**src/rtl/dmem_stall_pkg.sv**
```systemverilog
// Shared types and defaults for the data-memory miss stall controller.
package dmem_stall_pkg;

    typedef enum logic [1:0] {
        ST_IDLE = 2'd0,
        ST_REQ  = 2'd1,
        ST_WAIT = 2'd2,
        ST_FILL = 2'd3
    } dmem_stall_state_t;

    localparam int DMEM_TIMEOUT_DEFAULT = 255;
    localparam int DMEM_CNT_W_DEFAULT   = 32;

endpackage

```
**src/rtl/dmem_perf_cnt.sv**
```systemverilog
// Miss and stall-cycle performance counters; only built with DMEM_STALL_PERF_EN.
module dmem_perf_cnt
    import dmem_stall_pkg::*;
#(
    parameter int CNT_W = DMEM_CNT_W_DEFAULT
) (
    input  logic             clk,
    input  logic             rst,
    input  logic             miss_inc_i,
    input  logic             stall_inc_i,
    output logic [CNT_W-1:0] miss_cnt_o,
    output logic [CNT_W-1:0] stall_cnt_o
);

    logic [CNT_W-1:0] miss_cnt_q;
    logic [CNT_W-1:0] stall_cnt_q;

    // Free-running wrap-around counters
    always_ff @(posedge clk) begin
        if (rst) begin
            miss_cnt_q  <= '0;
            stall_cnt_q <= '0;
        end else begin
            if (miss_inc_i) begin
                miss_cnt_q <= miss_cnt_q + CNT_W'(1);
            end
            if (stall_inc_i) begin
                stall_cnt_q <= stall_cnt_q + CNT_W'(1);
            end
        end
    end

    assign miss_cnt_o  = miss_cnt_q;
    assign stall_cnt_o = stall_cnt_q;

endmodule

```
**src/rtl/dmem_stall_ctrl.sv**
```systemverilog
// Data-cache miss stall controller: refill handshake plus pipeline enable/flush gating.
// Optional perf counters are built when DMEM_STALL_PERF_EN is defined.
module dmem_stall_ctrl
    import dmem_stall_pkg::*;
#(
    parameter int TIMEOUT = DMEM_TIMEOUT_DEFAULT,
    parameter int CNT_W   = DMEM_CNT_W_DEFAULT
) (
    input  logic             clk,
    input  logic             rst,
    input  logic             MemAccessM_i,
    input  logic             HitM_i,
    input  logic             mem_ack_i,
    input  logic             PCen_i,
    input  logic             Fen_i,
    input  logic             Frst_i,
    input  logic             Drst_i,
    output logic             mem_req_o,
    output logic             fill_we_o,
    output logic             PCen_o,
    output logic             Fen_o,
    output logic             Den_o,
    output logic             Een_o,
    output logic             Men_o,
    output logic             Frst_o,
    output logic             Drst_o,
    output logic             Wrst_o,
    output logic             busy_o,
    output logic             err_o,
    output logic [CNT_W-1:0] miss_cnt_o,
    output logic [CNT_W-1:0] stall_cnt_o
);

    localparam int WCNT_W = (TIMEOUT > 0) ? $clog2(TIMEOUT + 1) : 1;
    localparam logic [WCNT_W-1:0] TIMEOUT_C = WCNT_W'(TIMEOUT);

    dmem_stall_state_t state_q;
    logic [WCNT_W-1:0] wait_cnt_q;
    logic [WCNT_W-1:0] wait_cnt_d;
    logic              err_q;
    logic              pend_f_q;
    logic              pend_d_q;
    logic              miss_det_s;
    logic              busy_s;

    assign miss_det_s = (state_q == ST_IDLE) & MemAccessM_i & ~HitM_i;
    // Reset forces the not-busy view so enables pass through while rst is high
    assign busy_s     = ~rst & ((state_q != ST_IDLE) | miss_det_s);

    // Saturating increment of the WAIT cycle counter
    always_comb begin
        wait_cnt_d = wait_cnt_q;
        if (wait_cnt_q == TIMEOUT_C) begin
            wait_cnt_d = wait_cnt_q;
        end else begin
            wait_cnt_d = wait_cnt_q + WCNT_W'(1);
        end
    end

    // Refill FSM with wait counter, sticky timeout and deferred flush flags
    always_ff @(posedge clk) begin
        if (rst) begin
            state_q    <= ST_IDLE;
            wait_cnt_q <= '0;
            err_q      <= 1'b0;
            pend_f_q   <= 1'b0;
            pend_d_q   <= 1'b0;
        end else begin
            case (state_q)
                ST_IDLE: begin
                    if (miss_det_s) begin
                        state_q <= ST_REQ;
                    end
                end
                ST_REQ: begin
                    state_q    <= ST_WAIT;
                    wait_cnt_q <= '0;
                end
                ST_WAIT: begin
                    wait_cnt_q <= wait_cnt_d;
                    if (wait_cnt_d == TIMEOUT_C) begin
                        err_q <= 1'b1;
                    end
                    if (mem_ack_i) begin
                        state_q <= ST_FILL;
                    end
                end
                ST_FILL: begin
                    state_q <= ST_IDLE;
                end
                default: begin
                    state_q <= ST_IDLE;
                end
            endcase
            pend_f_q <= busy_s ? (pend_f_q | Frst_i) : 1'b0;
            pend_d_q <= busy_s ? (pend_d_q | Drst_i) : 1'b0;
        end
    end

    // Handshake strobes and pipeline enable/flush gating
    always_comb begin
        mem_req_o = ~rst & ((state_q == ST_REQ) | ((state_q == ST_WAIT) & ~mem_ack_i));
        fill_we_o = ~rst & (state_q == ST_FILL);
        PCen_o    = 1'b0;
        Fen_o     = 1'b0;
        Den_o     = 1'b0;
        Een_o     = 1'b0;
        Men_o     = 1'b0;
        Wrst_o    = 1'b1;
        Frst_o    = 1'b0;
        Drst_o    = 1'b0;
        if (busy_s) begin
            Wrst_o = 1'b1;
        end else begin
            PCen_o = PCen_i;
            Fen_o  = Fen_i;
            Den_o  = Fen_i;
            Een_o  = 1'b1;
            Men_o  = 1'b1;
            Wrst_o = 1'b0;
            Frst_o = Frst_i | pend_f_q;
            Drst_o = Drst_i | pend_d_q;
        end
    end

    assign busy_o = busy_s;
    assign err_o  = err_q;

`ifdef DMEM_STALL_PERF_EN
    logic miss_inc_s;
    assign miss_inc_s = ~rst & miss_det_s;

    dmem_perf_cnt #(
        .CNT_W(CNT_W)
    ) u_perf_cnt (
        .clk        (clk),
        .rst        (rst),
        .miss_inc_i (miss_inc_s),
        .stall_inc_i(busy_s),
        .miss_cnt_o (miss_cnt_o),
        .stall_cnt_o(stall_cnt_o)
    );
`else
    assign miss_cnt_o  = '0;
    assign stall_cnt_o = '0;
`endif

endmodule

```
**config.mk**
```make
export PLATFORM = sky130hd
export DESIGN_NAME = dmem_stall_ctrl
export DESIGN_NICKNAME = d
export VERILOG_FILES = /design/src/rtl/dmem_stall_pkg.sv /design/src/rtl/dmem_perf_cnt.sv /design/src/rtl/dmem_stall_ctrl.sv
export SDC_FILE = /design/constraint.sdc
export NUM_CORES = 1
export LEC_CHECK = 0
export ABC_AREA = 1
export BUFFER_PORTS_ARGS = -buffer_cell sky130_fd_sc_hd__buf_2
export CORE_MARGIN = 3
export CORE_UTILIZATION = 46
export DETAILED_ROUTE_END_ITERATION = 10
export PLACE_DENSITY = 0.85
export SLEW_MARGIN = 20
export SYNTH_ARGS = -nofsm -noshare
export SYNTH_HDL_FRONTEND = slang
export SYNTH_HIERARCHICAL = 1
export SYNTH_SLANG_ARGS = --single-unit
```
**constraint.sdc**
```tcl
create_clock -name clk -period 2.4 [get_ports clk]
set_input_delay 0.12 -clock clk [delete_from_list [all_inputs] [get_ports clk]]
set_output_delay 0.12 -clock clk [all_outputs]
set_load 0.05 [all_outputs]
```
==> results of run 1 <==
how the worst min path moves through the flow:
stage / from / endpoint / slack, ns / depth (start not counted)
after floorplan: rst / state_q[0]$_SDFFE_PP0P_ / 0.20 / 1
after global routing: Drst_i / pend_d_q$_SDFF_PP0_ / 0.10 / 3
final: Drst_i / pend_d_q$_SDFF_PP0_ / 0.08 / 3
after CTS: Frst_i / pend_f_q$_SDFF_PP0_ / 0.09 / 3
after detailed placement: Frst_i / pend_f_q$_SDFF_PP0_ / 0.40 / 3
after global placement: Drst_i / pend_d_q$_SDFF_PP0_ / 0.39 / 3
logic make-up after synthesis:
| logic type | Yosys count | synth area share |
|---|---|---|
| buffers and inverters | 92 | 0.441 |
| and+or+nand+nor | 67 | 0.213 |
| AOI/OAI and AO/OA | 20 | 0.0887 |
| DFF | 13 | 0.192 |
| adders and majority gates | 6 | 0.0555 |
| xor gates and xnor gates | 1 | 0.00647 |
| other | 1 | 0.00277 |
area by class of cell:
cell class	count	area share
Multi-Input combinational cell	158	0.588
Timing Repair Buffer	20	0.0800
Tap cell	31	0.0310
Clock buffer	4	0.0210
Sequential cell	13	0.208
Inverter	24	0.0720
power groups by stage:
stage / Combinational (mW) / Clock, mW / Sequential, mW
after floorplan: 0.689 / 0 / 0.275
after global placement: 0.679 / 0 / 0.279
after detailed placement: 0.685 / 0 / 0.281
after CTS: 0.688 / 0.151 / 0.275
after global routing: 0.746 / 0.158 / 0.280
final: 0.686 / 0.147 / 0.275
state kept, by name, indices dropped and copies added (netlist names):
| register | cells |
|---|---|
| wait_cnt_q | 8 |
| pend_d_q | 1 |
| state_q | 2 |
| err_o | 1 |
| pend_f_q | 1 |
through the flow:
step	cells	area, um^2	util	hold WS [ns]	total power, mW
after global placement	246	1220	0.440	0.390	0.958
after CTS	250	1250	0.450	0.0883	1.11
final	250	1250	0.450	0.0850	1.11
after global routing	250	1250	0.450	0.104	1.18
after detailed placement	246	1220	0.440	0.396	0.966
after floorplan	263	1590	-	0.198	0.963
layout by cell type (no fill, tap or decap):
master	synthesis	routed
nand3_1	10	10
nor2_2	3	4
a211oi_1	3	3
nand4_1	1	1
inv_1	24	24
nand3_2	1	1
a22oi_1	1	1
a2bb2oi_1	1	1
nor2_1	12	11
conb_1	1	64
o21ai_0	2	2
ha_1	6	6
or2_2	1	1
xor2_1	1	1
nand2_1	36	36
nor3_1	1	1
a21oi_1	11	11
buf_2	0	20
a21oi_2	1	1
o21bai_1	1	1
dfxtp_1	13	13
nand2_2	2	2
clkbuf_4	0	3
clkbuf_1	1	1
per-layer routing:
metal	vias to the layer above	part of all wire	track usage
met3	2	0.097	0.0194
met2	53	0.50	0.193
met4	0	0.011	0.0601
met1	448	0.39	0.136
met5	-	0	0
li1	526	-	-
critical path: stages (launching register included):
cell	delay (ns)
dfxtp_1	0.37
inv_1	0.10
ha_1	0.20
nand2_1	0.07
inv_1	0.06
nor2_2	0.21
inv_1	0.13
buf_2	0.23
==> results.md, run 1 <==
- Status: finished, final reports clean
- Clock share of power: 0.133
- Final setup fails: 0
- Pwr per Cell Area: 885 nW/um^2
- MaxCap Viol Count: 0
- Starting Density: 0.487
- Cts hold-fix bufs: 0
- Hold/Removal Path Class: input port to flip-flop
- Sequential share of the synthesized area: 0.192
- Setup ws final: 0.628 ns
- Leak: approximately 0.67 nW
- Seq. cell area: 260 um^2
- Most common cell in the netlist: buf_4
- FF+latch count, synth: 13
- Die Height: 60.3 um
- Latest clock arrival within the worst-skew pair: 0.29 ns
- Largest net degree at the start of global routing: 15
- Die width: between 60 and 70 um
- Die Footprint: 3630 um^2
- CTS max path bufs: 2
- # Post-CTS Setup Buffers: 0
- DR vias/cell: between 4 and 5
- First-pass GRT wire length: 3.19 mm
- Crit path to: Een_o
- Crit path time final: approximately 1.8 ns
- CP Class: flip-flop to output port
- Setup repair after global routing missed its margin: false
- Routed Antenna Nets: 0
- Initial DRC Count: 33
- N_diodes: 0
- RD Place Congestion: just under 0.9
- Mapped Cells: 200
- Nets: approximately 240
- I/O pin count: 85
- IO Port Bufs: 20
- CTS clk-pin slew, worst paths: 0.09 ns
- Worst Setup SP: state_q[0]$_SDFFE_PP0P_
- Filler cells: 294
- Layout cells sized above 1: 0.146
- Pre-CTS setup slack: between 0.8 and 0.9 ns
- CTS tree: built
- R2R Path End: err_o$_SDFFE_PP0P_
- CP Data Arrival Time: 1.65 ns
- CTS Sinks: 13
- Worst path required time: 2.28 ns
- Synth top area cells: buf_4 37%, dfxtp_1 19%, nand2_1 10%
- Setup TNS Final: 0 ns
- Post-synth top area share: 0.372
- Num CTS Buffers: 3
- R2R Path Start: wait_cnt_q[0]$_SDFFE_PP0P_
- Sw Share: 0.611
- Crit path launch type: flip-flop
- Synth cell types: 23
- Top FF cell, synth: dfxtp_1
- Logic gate share of total power: 0.619
- Detail Placement HPWL: 1.78 mm
- VDD IR max: 0.000815 V
- Synth warnings: 6
- Core ar.: 2780 um^2
- Footprint of the multi-input gates: 736 um^2
- Hold Vio Cnt, Final: 0
- Internal cell power: between 400 and 500 uW
- All-layer global routing usage: 0.114
- Root Driver: clkbuf_4
- Asr flop ratio synth: 0
- Max Fclk: 564 MHz
- Pins Over Slew Limit: 0
- Synth Cell Area: about 1400 um^2
- Post-synth top area cell: buf_4
- Initial antenna violation count: 0
- Area grow syn2layout: -7.58%
- Clock skew: roughly 0.0019 ns
- Top cells by instance count after synthesis: 67 x buf_4, 36 x nand2_1, 24 x inv_1
- First-pass DRT Iterations: 4
- EDFF count, synth: 0
- Switching Power: 677 uW
- Total grt overflow: 0
- Flop pwr share: 0.248
- CP Max Fanout: 7
- Reg2reg path depth: 9
- Final period util: 0.738
- Crit end category: output port
- Count of standard-cell rows: 19
- Remaining DRCs: 0
- Vias in the first global route: 773
- Total routed wirelength: 2.18 mm
- Reg2reg setup slack: 0.85 ns
- H-tree depth: 1
- Post_cts resized: 0
- Via Count: a little over 1000
- WL per Instance: a little under 9 um
- Mean area per synthesized cell: roughly 6.8 um^2
(Power assumes the default switching activity.)
==> run 2, diff against run 1 <==
--- a/config.mk
+++ b/config.mk
@@ -5,12 +5,12 @@
 export SDC_FILE = /design/constraint.sdc
 export NUM_CORES = 1
 export LEC_CHECK = 0
-export ABC_AREA = 1
+export ABC_AREA = 0
 export BUFFER_PORTS_ARGS = -buffer_cell sky130_fd_sc_hd__buf_2
 export CORE_MARGIN = 3
-export CORE_UTILIZATION = 46
+export CORE_UTILIZATION = 39
 export DETAILED_ROUTE_END_ITERATION = 10
-export PLACE_DENSITY = 0.85
+export PLACE_DENSITY = 0.76
 export SLEW_MARGIN = 20
 export SYNTH_ARGS = -nofsm -noshare
 export SYNTH_HDL_FRONTEND = slang
==> constraint.sdc (replaced) <==
create_clock -name clk -period 1.6 [get_ports clk]
set_input_delay 0.08 -clock clk [delete_from_list [all_inputs] [get_ports clk]]
set_output_delay 0.08 -clock clk [all_outputs]
set_load 0.05 [all_outputs]
==> run 2 against run 1 <==
The run now ends with setup timing left. Largest cell class unchanged. Die area grew 20%. Non-clock buffer count rose by 23. Critical endpoint is now busy_o. Cell count rose by 3.6%. Setup slack worse by 0.69 ns. Design area grew 24%. Total power grew 88%. Clock power increased by 46%. Synthesized area up 3.8%. Sequential power up 43%. Register-to-register slack lost 0.87 ns.
==> results.md, run 2 <==
- Final period util: 1.04
- Post-synth top area cell: buf_4
- R2R Path Start: wait_cnt_q[0]$_SDFFE_PP0P_
- Most common cell in the netlist: buf_4
- Total grt overflow: 0
- Reg2reg setup slack: -0.02 ns
- I/O pin count: 85
- First-pass GRT wire length: 3.90 mm
- Total routed wirelength: 2.69 mm
- Pins Over Slew Limit: 0
- Final setup fails: 8
- H-tree depth: 1
- Crit path time final: 1.66 ns
- Final Non-Filler Cells: 259
- Hold/Removal Path Class: input port to flip-flop
- Area grow syn2layout: 10.5%
- RD Place Congestion: about 0.95
- N_diodes: 0
- Num CTS Buffers: 3
- Pre-CTS setup slack: -0.00410 ns
- Worst Setup SP: state_q[0]$_SDFFE_PP0P_
- Commonest non-fill, non-tap cell in the layout: conb_1
- Mapped Cells: approximately 180
- Sequential share of the synthesized area: 0.185
- Detail Placement HPWL: 1.94 mm
- Synth top area cells: buf_4 36%, dfxtp_1 19%, ha_1 5.3%
- Hold Crit Endpoint: pend_d_q$_SDFF_PP0_
- R2R Path End: err_o$_SDFFE_PP0P_
- DR vias/cell: 4.25
- Hold depth: 3
- Starting Density: 0.411
- Status: finished with violations
- Crit path launch type: flip-flop
- First-pass DRT Iterations: 4
- VDD IR max: 0.000570 V
- CTS clk-pin slew, worst paths: 0.08 ns
- Max Fclk: approximately 600 MHz
- FF+latch count, synth: 13
- Post-synth top area share: 0.358
- Largest net degree at the start of global routing: 16
- Synth Cell Area: roughly 1400 um^2
- EDFF count, synth: 0
- Post-layout total power: 2.08 mW
- CP Data Arrival Time: 1.58 ns
- Pwr per Cell Area: 1340 nW/um^2
- Seq. cell area: between 200 and 300 um^2
- Failing checks: setup timing
- Synth warnings: 6
- Filler cells: 347
- Leak: 0.737 nW
- Top FF cell, synth: dfxtp_1
- Core ar.: 3420 um^2
- Hold Crit Start: Drst_i
- Mean area per synthesized cell: 7.89 um^2
- Die Footprint: ~4400 um^2
- Reg2reg path depth: 5
- Worst path required time: 1.52 ns
- Initial DRC Count: 46
- Initial antenna violation count: 0
- Routed Antenna Nets: 0
- WL per Instance: 10.4 um
- Hold Vio Cnt, Final: 0
- Layout cells sized above 1: 0.324
- Die width: 66.0 um
- Latest clock arrival within the worst-skew pair: 0.28 ns
- Max reg flops: 8
- CTS tree: built
- All-layer global routing usage: 0.113
- Count of standard-cell rows: 21
- Vias in the first global route: between 900 and 1000
- MaxCap Viol Count: 0
- Top cells by instance count after synthesis: 67 x buf_4, 13 x dfxtp_1, 13 x nor2_1
- IO Port Bufs: 20
- Highest-count cells in the layout ignoring fill and taps: 64 x conb_1, 24 x buf_4, 12 x buf_2, 11 x nand2_1, 11 x dfxtp_1
- Clock skew: ~0.0084 ns
- Synth cell types: 40
- Setup ws final: -0.0625 ns
- Placed insts: 247
- CP Class: flip-flop to output port
- Root Driver: clkbuf_4
- CP Max Fanout: 6
- Largest Register: wait_cnt_q
- Die Height: 66.0 um
- CTS Sinks: 13
- Setup repair after global routing missed its margin: true
- CTS max path bufs: 2
- Remaining DRCs: 0
- Cts hold-fix bufs: 0
- Footprint of the multi-input gates: 853 um^2
- Asr flop ratio synth: 0
- Largest regs: wait_cnt_q x8, state_q x2
- Nets: 229
- Via Count: 1102
- Crit end category: output port
[run 2: critical path, cell delays in order (launching register included)]
cell and delay, ns:
dfxtp_2 0.36, inv_2 0.06, ha_4 0.14, a21boi_4 0.13, or2_4 0.26, clkinvlp_4 0.14
buf_4 0.22
[run 2: stage by stage]
step	setup TNS, ns	hold slack [ns]	area, um^2	util
after floorplan	-0.378	0.159	1720	-
after global placement	0	0.335	1390	0.405
after detailed placement	-0.00410	0.344	1390	0.405
after CTS	-0.206	0.0489	1500	0.440
after global routing	-0.668	0.0816	1550	0.455
final	-0.212	0.0549	1550	0.455
[run 2: final cells by class]
class | count | area share
flip-flops and latches | 13 | 0.169
repair buffers | 43 | 0.213
multi-input cells | 148 | 0.550
inverters | 5 | 0.0145
clock buffers | 4 | 0.0169
well taps | 46 | 0.0371
[run 2: what timing repair did]
item | in CTS | in global routing
gates resized for setup | 16 | 10
buffers inserted | 6 | 2
pin swaps | 2 | 2
endpoints found under the setup margin | 11 | 10
[run 2: report_power, final]
| part | total (mW) | switching (mW) | internal, mW | leakage, nW |
|---|---|---|---|---|
| registers | 0.394 | 0.0276 | 0.367 | 0.106 |
| logic | 1.47 | 0.994 | 0.481 | 0.616 |
| clock network | 0.214 | 0.118 | 0.0968 | 0.0150 |
[run 2: worst max path at each step]
| stage | end | slack (ns) | depth (start not counted) |
|---|---|---|---|
| final | busy_o | -0.06 | 6 |
| after global routing | Frst_o | -0.13 | 7 |
| after CTS | busy_o | -0.05 | 6 |
| after detailed placement | err_o$_SDFFE_PP0P_ | -0.004 | 6 |
| after global placement | err_o$_SDFFE_PP0P_ | 0.04 | 5 |
| after floorplan | Drst_o | -0.16 | 7 |
[run 2: kinds of logic (layout without fill, tap and decap cells)]
kind of cell / count (synthesis) / in the layout / synth area share
AND/OR/NAND/NOR: 51 / 51 / 0.183
multiplexers: 2 / 2 / 0.0142
flip-flops: 13 / 13 / 0.185
AO/OA/AOI/OAI: 25 / 25 / 0.138
buffers and inverters: 80 / 52 / 0.424
other: 1 / 64 / 0.00267
adder cells (fa/ha/maj): 6 / 6 / 0.0534
[run 2: layer usage]
| layer | wire [um] | GRT usage | vias up |
|---|---|---|---|
| met3 | 228 | 0.0187 | 2 |
| met2 | 1340 | 0.193 | 54 |
| met4 | 22 | 0.0558 | 0 |
| met5 | 0 | 0 | - |
| met1 | 1100 | 0.135 | 511 |
| li1 | - | - | 535 |
==> run 3, diff against run 2 <==
--- a/config.mk
+++ b/config.mk
@@ -7,10 +7,12 @@
 export LEC_CHECK = 0
 export ABC_AREA = 0
 export BUFFER_PORTS_ARGS = -buffer_cell sky130_fd_sc_hd__buf_2
+export CELL_PAD_IN_SITES_DETAIL_PLACEMENT = 1
+export CELL_PAD_IN_SITES_GLOBAL_PLACEMENT = 1
 export CORE_MARGIN = 3
-export CORE_UTILIZATION = 39
+export CORE_UTILIZATION = 27
 export DETAILED_ROUTE_END_ITERATION = 10
-export PLACE_DENSITY = 0.76
+export PLACE_DENSITY_LB_ADDON = 0.1
 export SLEW_MARGIN = 20
 export SYNTH_ARGS = -nofsm -noshare
 export SYNTH_HDL_FRONTEND = slang
==> run 3 against run 2 <==
The run still ends with setup timing left. Combinational power about the same. Sequential share of layout area down 0.52 points. Wire length is 25% higher. Critical path type unchanged. Design area rose by 5.2%. Sequential power rose by 1%. Setup slack improved by 0.043 ns. Worst hold slack improved by 0.019 ns. Maximum frequency rose by 2.7%. Clock-buffer cell count is 1 lower. Clock power up 43%.
==> results.md, run 3 (synthesis gave the netlist of run 2 again) <==
- WL per Instance: 12.0 um
- Reg2reg path depth: 5
- All-layer global routing usage: 0.108
- Setup ws final: -0.0191 ns
- Switching Power: 1.17 mW
- CP Data Arrival Time: between 1.5 and 2 ns
- CTS max path bufs: 2
- Leak: 0.755 nW
- Max reg flops: 8
- CTS clk-pin slew, worst paths: ~0.06 ns
- DR vias/cell: 3.93
- Final setup fails: 4
- Cts hold-fix bufs: 0
- Crit end category: output port
- Placed insts: 270
- Remaining DRCs: 0
- Filler cells: 624
- Hold depth: 3
- CP Class: flip-flop to output port
- Detail Placement HPWL: around 2.6 mm
- Routed Antenna Nets: 0
- Layout cells sized above 1: 0.362
- Hold/Removal Path Class: input port to flip-flop
- Internal cell power: 1.02 mW
- H-tree depth: 1
- Highest-count cells in the layout ignoring fill and taps: 64 x conb_1, 26 x buf_4, 11 x nand2_1, 10 x nor2_1, 10 x buf_2
- Die Height: 78.1 um
- Hold WS: 0.0743 ns
- Total routed wirelength: 3.35 mm
- CTS tree: built
- Seq. cell area: 268 um^2
- Max Fclk: 618 MHz
- Pwr per Cell Area: approximately 1300 nW/um^2
- Flop pwr share: 0.182
- Pins Over Slew Limit: 0
- CTS Sinks: 13
- Crit path time final: 1.62 ns
- Pre-CTS setup slack: -0.114 ns
- Root Driver: clkbuf_8
- Final Non-Filler Cells: 280
- Total grt overflow: 0
- Failing checks: setup timing
- Initial DRC Count: 47
- Clock share of power: 0.139
- Via Count: about 1100
- Logic gate share of total power: 0.679
- Final period util: 1.01
- CP Max Fanout: 6
- Nets: 229
- Post-layout total power: 2.19 mW
- Crit path launch type: flip-flop
- Sw Share: 0.533
- Worst path required time: 1.52 ns
- Vias in the first global route: 1119
- Setup repair after global routing missed its margin: true
- Reg2reg setup slack: 0.02 ns
- Clock skew: 0.000909 ns
- VDD IR max: about 0.00043 V
- Status: finished with violations
- Largest net degree at the start of global routing: 15
- N_diodes: 0
- I/O pin count: 85
- Hold Vio Cnt, Final: 0
- Largest Register: wait_cnt_q
- Largest regs: wait_cnt_q x8, state_q x2
- Count of standard-cell rows: 25
- Core ar.: about 4900 um^2
- Area grow syn2layout: 16.2%
- MaxCap Viol Count: 0
- Num CTS Buffers: 3
- Starting Density: 0.288
- Latest clock arrival within the worst-skew pair: 0.25 ns
- First-pass DRT Iterations: 4
- IO Port Bufs: 20
- Initial antenna violation count: 0
- Die Footprint: 6110 um^2
- RD Place Congestion: 0.857
- First-pass GRT wire length: 5.31 mm
- Die width: 78.1 um
- Footprint of the multi-input gates: 867 um^2
- Commonest non-fill, non-tap cell in the layout: conb_1
## run 3: changes by cell type in the layout (fill, tap and decap cells not counted), moves of 2 or more
cell	previous run	this run
dfxtp_2	2	6
buf_2	12	10
buf_6	4	2
dfxtp_1	11	7
buf_8	3	5
clkbuf_4	3	0
buf_4	24	26
clkbuf_8	0	3
## run 3: routing by layer
metal  track usage  wire, um  up-vias
li1              -         -      532
met2         0.199      1770       57
met4        0.0699        64        0
met5             0         0        -
met1         0.111      1270      508
met3        0.0195       249        4
## run 3: cell type report
class / instances / area share
tap: 67 / 0.0513
clock inverter: 1 / 0.00307
timing repair buffer: 43 / 0.210
clock buffer: 3 / 0.0253
inverter: 5 / 0.0153
sequential: 13 / 0.164
multi-input combinational: 148 / 0.531
## run 3: power by group through the flow
stage / clock [mW] / sequential [mW] / combinational, mW
6_report: 0.306 / 0.398 / 1.49
5_1_grt: 0.334 / 0.403 / 1.60
4_1_cts: 0.322 / 0.391 / 1.44
3_5_place_dp: 0 / 0.410 / 1.25
3_3_place_gp: 0 / 0.407 / 1.24
2_1_floorplan: 0 / 0.403 / 1.21
## run 3: per-stage QoR
step / utilization / setup TNS (ns) / cell area [um^2]
2_1_floorplan: - / -0.378 / 1720
3_3_place_gp: 0.292 / 0 / 1430
3_5_place_dp: 0.292 / -0.114 / 1430
4_1_cts: 0.324 / -0.143 / 1580
5_1_grt: 0.335 / -0.676 / 1630
6_report: 0.335 / -0.0589 / 1630
## run 3: critical path: stages (launching register included)
cell	delay [ns]
dfxtp_2	0.35
inv_2	0.06
ha_4	0.15
a21boi_4	0.13
or2_4	0.26
clkinvlp_4	0.14
buf_4	0.21
## run 3: worst paths after layout
path                               from                  end
min                              Frst_i  pend_f_q$_SDFF_PP0_
max             state_q[1]$_SDFFE_PP0P_               Wrst_o
min reg2reg         pend_d_q$_SDFF_PP0_  pend_d_q$_SDFF_PP0_
max reg2reg  wait_cnt_q[3]$_SDFFE_PP0P_   err_o$_SDFFE_PP0P_
## run 3: timing repair
| item | 4_1_cts | 5_1_grt |
|---|---|---|
| pin swaps | 3 | 1 |
| gates resized for setup | 25 | 15 |
| setup buffers | 5 | 1 |
| setup endpoints to repair | 10 | 15 |
| hold endpoints to repair | 0 | 0 |
